### config.mk
export PLATFORM = sky130hd
export DESIGN_NAME = mul_unit
export DESIGN_NICKNAME = d
export VERILOG_FILES = /design/src/rtl/riscv_pkg.sv /design/src/rtl/mul_unit.sv
export SDC_FILE = /design/constraint.sdc
export NUM_CORES = 1
export LEC_CHECK = 0
export ABC_AREA = 1
export ABC_CLOCK_PERIOD_IN_PS = 3400
export BUFFER_PORTS_ARGS = -buffer_cell sky130_fd_sc_hd__clkbuf_2
export CAP_MARGIN = 20
export CELL_PAD_IN_SITES_DETAIL_PLACEMENT = 1
export CELL_PAD_IN_SITES_GLOBAL_PLACEMENT = 1
export CORE_MARGIN = 2
export CORE_UTILIZATION = 39
export DETAILED_ROUTE_END_ITERATION = 6
export GPL_ROUTABILITY_DRIVEN = 0
export PLACE_DENSITY_LB_ADDON = 0.1
export SYNTH_ARGS = -nofsm -noshare
export SYNTH_HDL_FRONTEND = slang
export SYNTH_SLANG_ARGS = --single-unit
### constraint.sdc
create_clock -name clk -period 3.4 [get_ports clk]
set_input_delay 0.34 -clock clk [delete_from_list [all_inputs] [get_ports clk]]
set_output_delay 0.34 -clock clk [all_outputs]
set_load 0.1 [all_outputs]
### src/rtl/riscv_pkg.sv
// Shared RV32 definitions used by the execute-stage units.
// Holds the M-extension multiply selectors and the multiplier state encoding.
package riscv_pkg;

    localparam logic [1:0] MUL_LO  = 2'b00;
    localparam logic [1:0] MUL_HSS = 2'b01;
    localparam logic [1:0] MUL_HSU = 2'b10;
    localparam logic [1:0] MUL_HUU = 2'b11;

    typedef enum logic [1:0] {
        IDLE,
        CALC,
        FIN
    } mul_state_t;

endpackage

### src/rtl/mul_unit.sv
// Iterative radix-2 shift-add multiplier for MUL/MULH/MULHSU/MULHU.
// Fixed XLEN+2 cycle latency from accept to the exdone pulse.
module mul_unit
    import riscv_pkg::*;
#(
    parameter int XLEN = 32
) (
    input  logic            clk,
    input  logic            rstn,
    input  logic            mulstart,
    input  logic [1:0]      mulctl,
    input  logic [XLEN-1:0] opa,
    input  logic [XLEN-1:0] opb,
    output logic [XLEN-1:0] result,
    output logic            exdone,
    output logic            busy
);

    localparam int CW = $clog2(XLEN);

    mul_state_t          state_q;
    logic [1:0]          ctl_q;
    logic [XLEN-1:0]     mcand_q;
    logic [XLEN-1:0]     mplr_q;
    logic                neg_q;
    logic [2*XLEN-1:0]   acc_q;
    logic [CW-1:0]       cnt_q;
    logic [XLEN-1:0]     result_q;
    logic                exdone_q;

    logic                sign_a;
    logic                sign_b;
    logic [XLEN-1:0]     mag_a;
    logic [XLEN-1:0]     mag_b;
    logic [XLEN:0]       add_w;
    logic [2*XLEN-1:0]   acc_d;
    logic [2*XLEN-1:0]   product;
    logic [XLEN-1:0]     result_d;

    // NOTE: every signal written here gets a default first so no path leaves it unassigned (no latch).
    always_comb begin
        sign_a = 1'b0;
        sign_b = 1'b0;
        case (mulctl)
            MUL_HSS: begin
                sign_a = opa[XLEN-1];
                sign_b = opb[XLEN-1];
            end
            MUL_HSU: sign_a = opa[XLEN-1];
            MUL_LO, MUL_HUU: ;
            default: ;
        endcase
        mag_a = sign_a ? -opa : opa;
        mag_b = sign_b ? -opb : opb;

        // Carry out of the upper-half add is shifted back in as the new MSB.
        add_w = {1'b0, acc_q[2*XLEN-1:XLEN]} + {1'b0, mcand_q};
        if (mplr_q[0]) begin
            acc_d = {add_w, acc_q[XLEN-1:1]};
        end else begin
            acc_d = {1'b0, acc_q[2*XLEN-1:1]};
        end

        product  = neg_q ? -acc_q : acc_q;
        result_d = (ctl_q == MUL_LO) ? product[XLEN-1:0] : product[2*XLEN-1:XLEN];
    end

    // NOTE: the whole datapath is reset so an aborted operation leaves no stale state behind.
    always_ff @(posedge clk or negedge rstn) begin
        if (!rstn) begin
            state_q  <= IDLE;
            ctl_q    <= MUL_LO;
            mcand_q  <= '0;
            mplr_q   <= '0;
            neg_q    <= 1'b0;
            acc_q    <= '0;
            cnt_q    <= '0;
            result_q <= '0;
            exdone_q <= 1'b0;
        end else begin
            // NOTE: sequential state uses non-blocking assignment so every register sees pre-edge values.
            exdone_q <= 1'b0;
            case (state_q)
                IDLE: begin
                    if (mulstart) begin
                        ctl_q   <= mulctl;
                        mcand_q <= mag_a;
                        mplr_q  <= mag_b;
                        neg_q   <= sign_a ^ sign_b;
                        acc_q   <= '0;
                        cnt_q   <= '0;
                        state_q <= CALC;
                    end
                end
                CALC: begin
                    acc_q  <= acc_d;
                    mplr_q <= mplr_q >> 1;
                    cnt_q  <= cnt_q + 1'b1;
                    if (cnt_q == CW'(XLEN - 1)) begin
                        state_q <= FIN;
                    end
                end
                FIN: begin
                    result_q <= result_d;
                    exdone_q <= 1'b1;
                    state_q  <= IDLE;
                end
                default: state_q <= IDLE;
            endcase
        end
    end

    assign result = result_q;
    assign exdone = exdone_q;
    assign busy   = (state_q != IDLE);

endmodule

==> results.json <==
{
  "outcome": "completed",
  "ant_nets": 0,
  "clock.fmax_mhz": 380,
  "synth.largest_area_cell": "dfrtp_1",
  "total_power_uw": 16600,
  "overflow": 0,
  "row_count": 67,
  "tns_ps": 0,
  "synth.avg_cell_area_um2": 6.40,
  "postCtsSetupRepairBufs": 0,
  "coreArea_um2": 33400,
  "power_density_nw_per_um2": 1120,
  "place_inst": 2558,
  "port_buffers": 102,
  "start_util_pct": 39.4,
  "fin_crit_ps": 2630,
  "drive_gt1_share_pct": 9.56,
  "die_x_um": 188,
  "grt_max_degree": 87,
  "endpoint_kind": "flop",
  "crit_type": "flop to flop",
  "finalCritPeriodShare_pct": 77.4,
  "cp_slowest_cell": "dfrtp_1",
  "cts_resized": 0,
  "antenna_found_initial": 0,
  "path_cells": "ha_1, inv_1, fa_1, inv_1, nand3_1, nand3_1, nand3_1, nand3b_1, nand2_1, nand3_1, nand3_1, nand2_1, o21ai_0",
  "final_nets": 2239,
  "yosysSeqAreaShare_pct": 32.5,
  "grt_pass1_vias": 14300,
  "rsz0062_at_grt": "false",
  "clockRootBuffer": "clkbuf_16",
  "r2r_cells": 13,
  "synth_warnings": 0,
  "drv_slew": 0,
  "worstMarginPinSlew_ps": 943,
  "finalWirelength_um": 49100,
  "htreeDepth": 4,
  "syn_inst": 2054,
  "dr.pass1.iters": 5,
  "io_pins": 103,
  "relSlewSlack_pct": 37.1,
  "detail_route.wl_per_cell_um": 18.9,
  "critPathLaunchType": "flop",
  "areaGrowthSynthToFinish_pct": 12.2,
  "clk_latency_ps": 450,
  "routed_via_density": 5.44,
  "synth_top_area_share_pct": 32.5,
  "cap_viol_max_count": 0,
  "synth_area_leaders": "dfrtp_1 33%, nand2_1 17%, nor2_1 7.1%, inv_1 7.1%, nand3_1 7.0%",
  "required_ps": 3700,
  "hold_class": "primary input to flop",
  "postLayoutCellArea_um2": 14700,
  "synthDistinctLibCells": 50,
  "worst_path_most_repeated_cell": "nand3_1",
  "peakVddDrop_mv": 0.475,
  "clk_path_buf_depth": 2,
  "critPathMaxStageDelay_ps": 560,
  "num_vias": 14100,
  "p_leak_uw": 0.00749,
  "layout.cells.non_filler": 2593,
  "syn-cell-area_um2": 13100,
  "setup_violations": 0,
  "grt_pass1_wl_um": 78400,
  "drc": 0,
  "cts.sinks": 171,
  "grt_util_all_layers_pct": 28.4,
  "die_y_um": 188,
  "crit_fanout": 7,
  "place_area_um2": 14100,
  "cts.reportedPaths.clkPinSlew_ps": 80,
  "cts_made_buffers": 17,
  "initialDrtViolationCount": 849,
  "finalHoldViolCount": 0,
  "cts_tree": "built",
  "dp_hpwl_um": 38600,
  "holdPathStages": 3,
  "synth_nets": 2162,
  "dieArea_um2": 35200,
  "synth-seq-cells": 171,
  "clock_skew_ps": 11.8,
  "critical_path_arrival_ps": 2930
}
path summary, 6_finish.rpt:
kind                                       start                 endpoint  slack, ps
hold reg to reg            result[7]$_DFFE_PN0P_    result[7]$_DFFE_PN0P_        480
min in group asynchronous                   rstn   mcand_q[2]$_DFFE_PN0P_        500
setup / recovery           acc_q[32]$_DFFE_PN0P_    acc_q[51]$_DFFE_PN0P_        770
hold / removal                         mulctl[0]     ctl_q[0]$_DFFE_PN0P_        130
max in group asynchronous                   rstn  mcand_q[20]$_DFFE_PN0P_       1940
setup reg to reg           acc_q[32]$_DFFE_PN0P_    acc_q[51]$_DFFE_PN0P_        770
cells in the mapped netlist (all sizes together):
library cell,instances
fa,1
a22o,2
ha,38
nand2,600
clkbuf,37
a21o,1
nand4,38
o211ai,3
or2,9
a31oi,13
dfrtp,171
o21a,1
nand3b,3
and3,1
a21oi,115
o22ai,40
o221ai,1
o21ai,150
o21bai,6
a22oi,26
nor3,23
xor2,28
nor4,2
nor3b,1
inv,253
nand3,187
xnor2,6
buf,25
o31ai,4
clkinv,2
nor2,267
per-stage QoR:
stage	utilization, %	hold WS [ps]	worst slack [ps]
after floorplan	-	44.4	1510
after global placement	42.2	463	785
after detailed placement	42.2	465	678
after CTS	44.1	113	685
after global routing	44.2	145	605
final	44.2	125	768
routing by layer:
metal	vias up	part of all wire (%)	track usage [%]
met5	-	0	0
met4	0	2.7	9.42
met3	75	3.6	3.54
met2	290	47	47.3
met1	6863	47	38.1
li1	6873	-	-
repair_timing:
action                     in CTS  in global routing
hold endpoints to repair        1                  0
setup endpoints to repair       0                  0
hold buffers                    1                  0
registers in the layout (all words and copies together), names as in the netlist:
name     count
acc_q       64
mcand_q     32
mplr_q      32
result      32
cnt_q        5
ctl_q        2
state_q      2
exdone       1
neg_q        1
critical path, delay by kind of cell (launching register included):
| kind | cells | cell delay (ps) |
|---|---|---|
| compound gates | 1 | 90 |
| fa+ha+maj | 2 | 670 |
| buf+inv | 2 | 190 |
| flops | 1 | 560 |
| simple gates | 8 | 970 |
report_power, final:
part	internal [uW]	switching, uW	total [uW]
clock network	1190	930	2120
logic	3100	7350	10500
registers	2890	1110	4000
total	7180	9390	16600
layout by cell type, fill, tap and decap left out, drive strengths merged, types with 3 or more instances in the layout:
cell	instances
nand2	600
nor2	267
inv	259
nand3	187
dfrtp	171
o21ai	150
clkbuf	119
a21oi	115
o22ai	40
nand4	38
ha	38
xor2	28
a22oi	26
nor3	23
buf	18
a31oi	13
or2	9
xnor2	6
o21bai	6
o31ai	4
clkinvlp	4
nand3b	3
o211ai	3
bufinv	3
clkinv	3
layout make-up:
type	instances	area, um^2
Antenna cell	1	2.50
Clock buffer	18	439
Clock inverter	14	180
Fill cell	4572	18600
Inverter	255	957
Multi-Input combinational cell	1566	7650
Sequential cell	171	4280
Tap cell	448	561
Timing Repair Buffer	120	679
kinds of logic (layout without fill, tap and decap cells):
family                   Yosys count  after routing  share of synthesized area, %
adder cells (fa/ha/maj)           39             39                          3.77
buffers and inverters            317            407                          9.44
XOR/XNOR                          34             34                          2.26
AND/OR/NAND/NOR                 1131           1131                          36.6
other                              0              1                             0
AO/OA/AOI/OAI                    362            362                          15.3
flip-flops                       171            171                          32.5
Note: power is estimated with default switching activity, not from simulation.
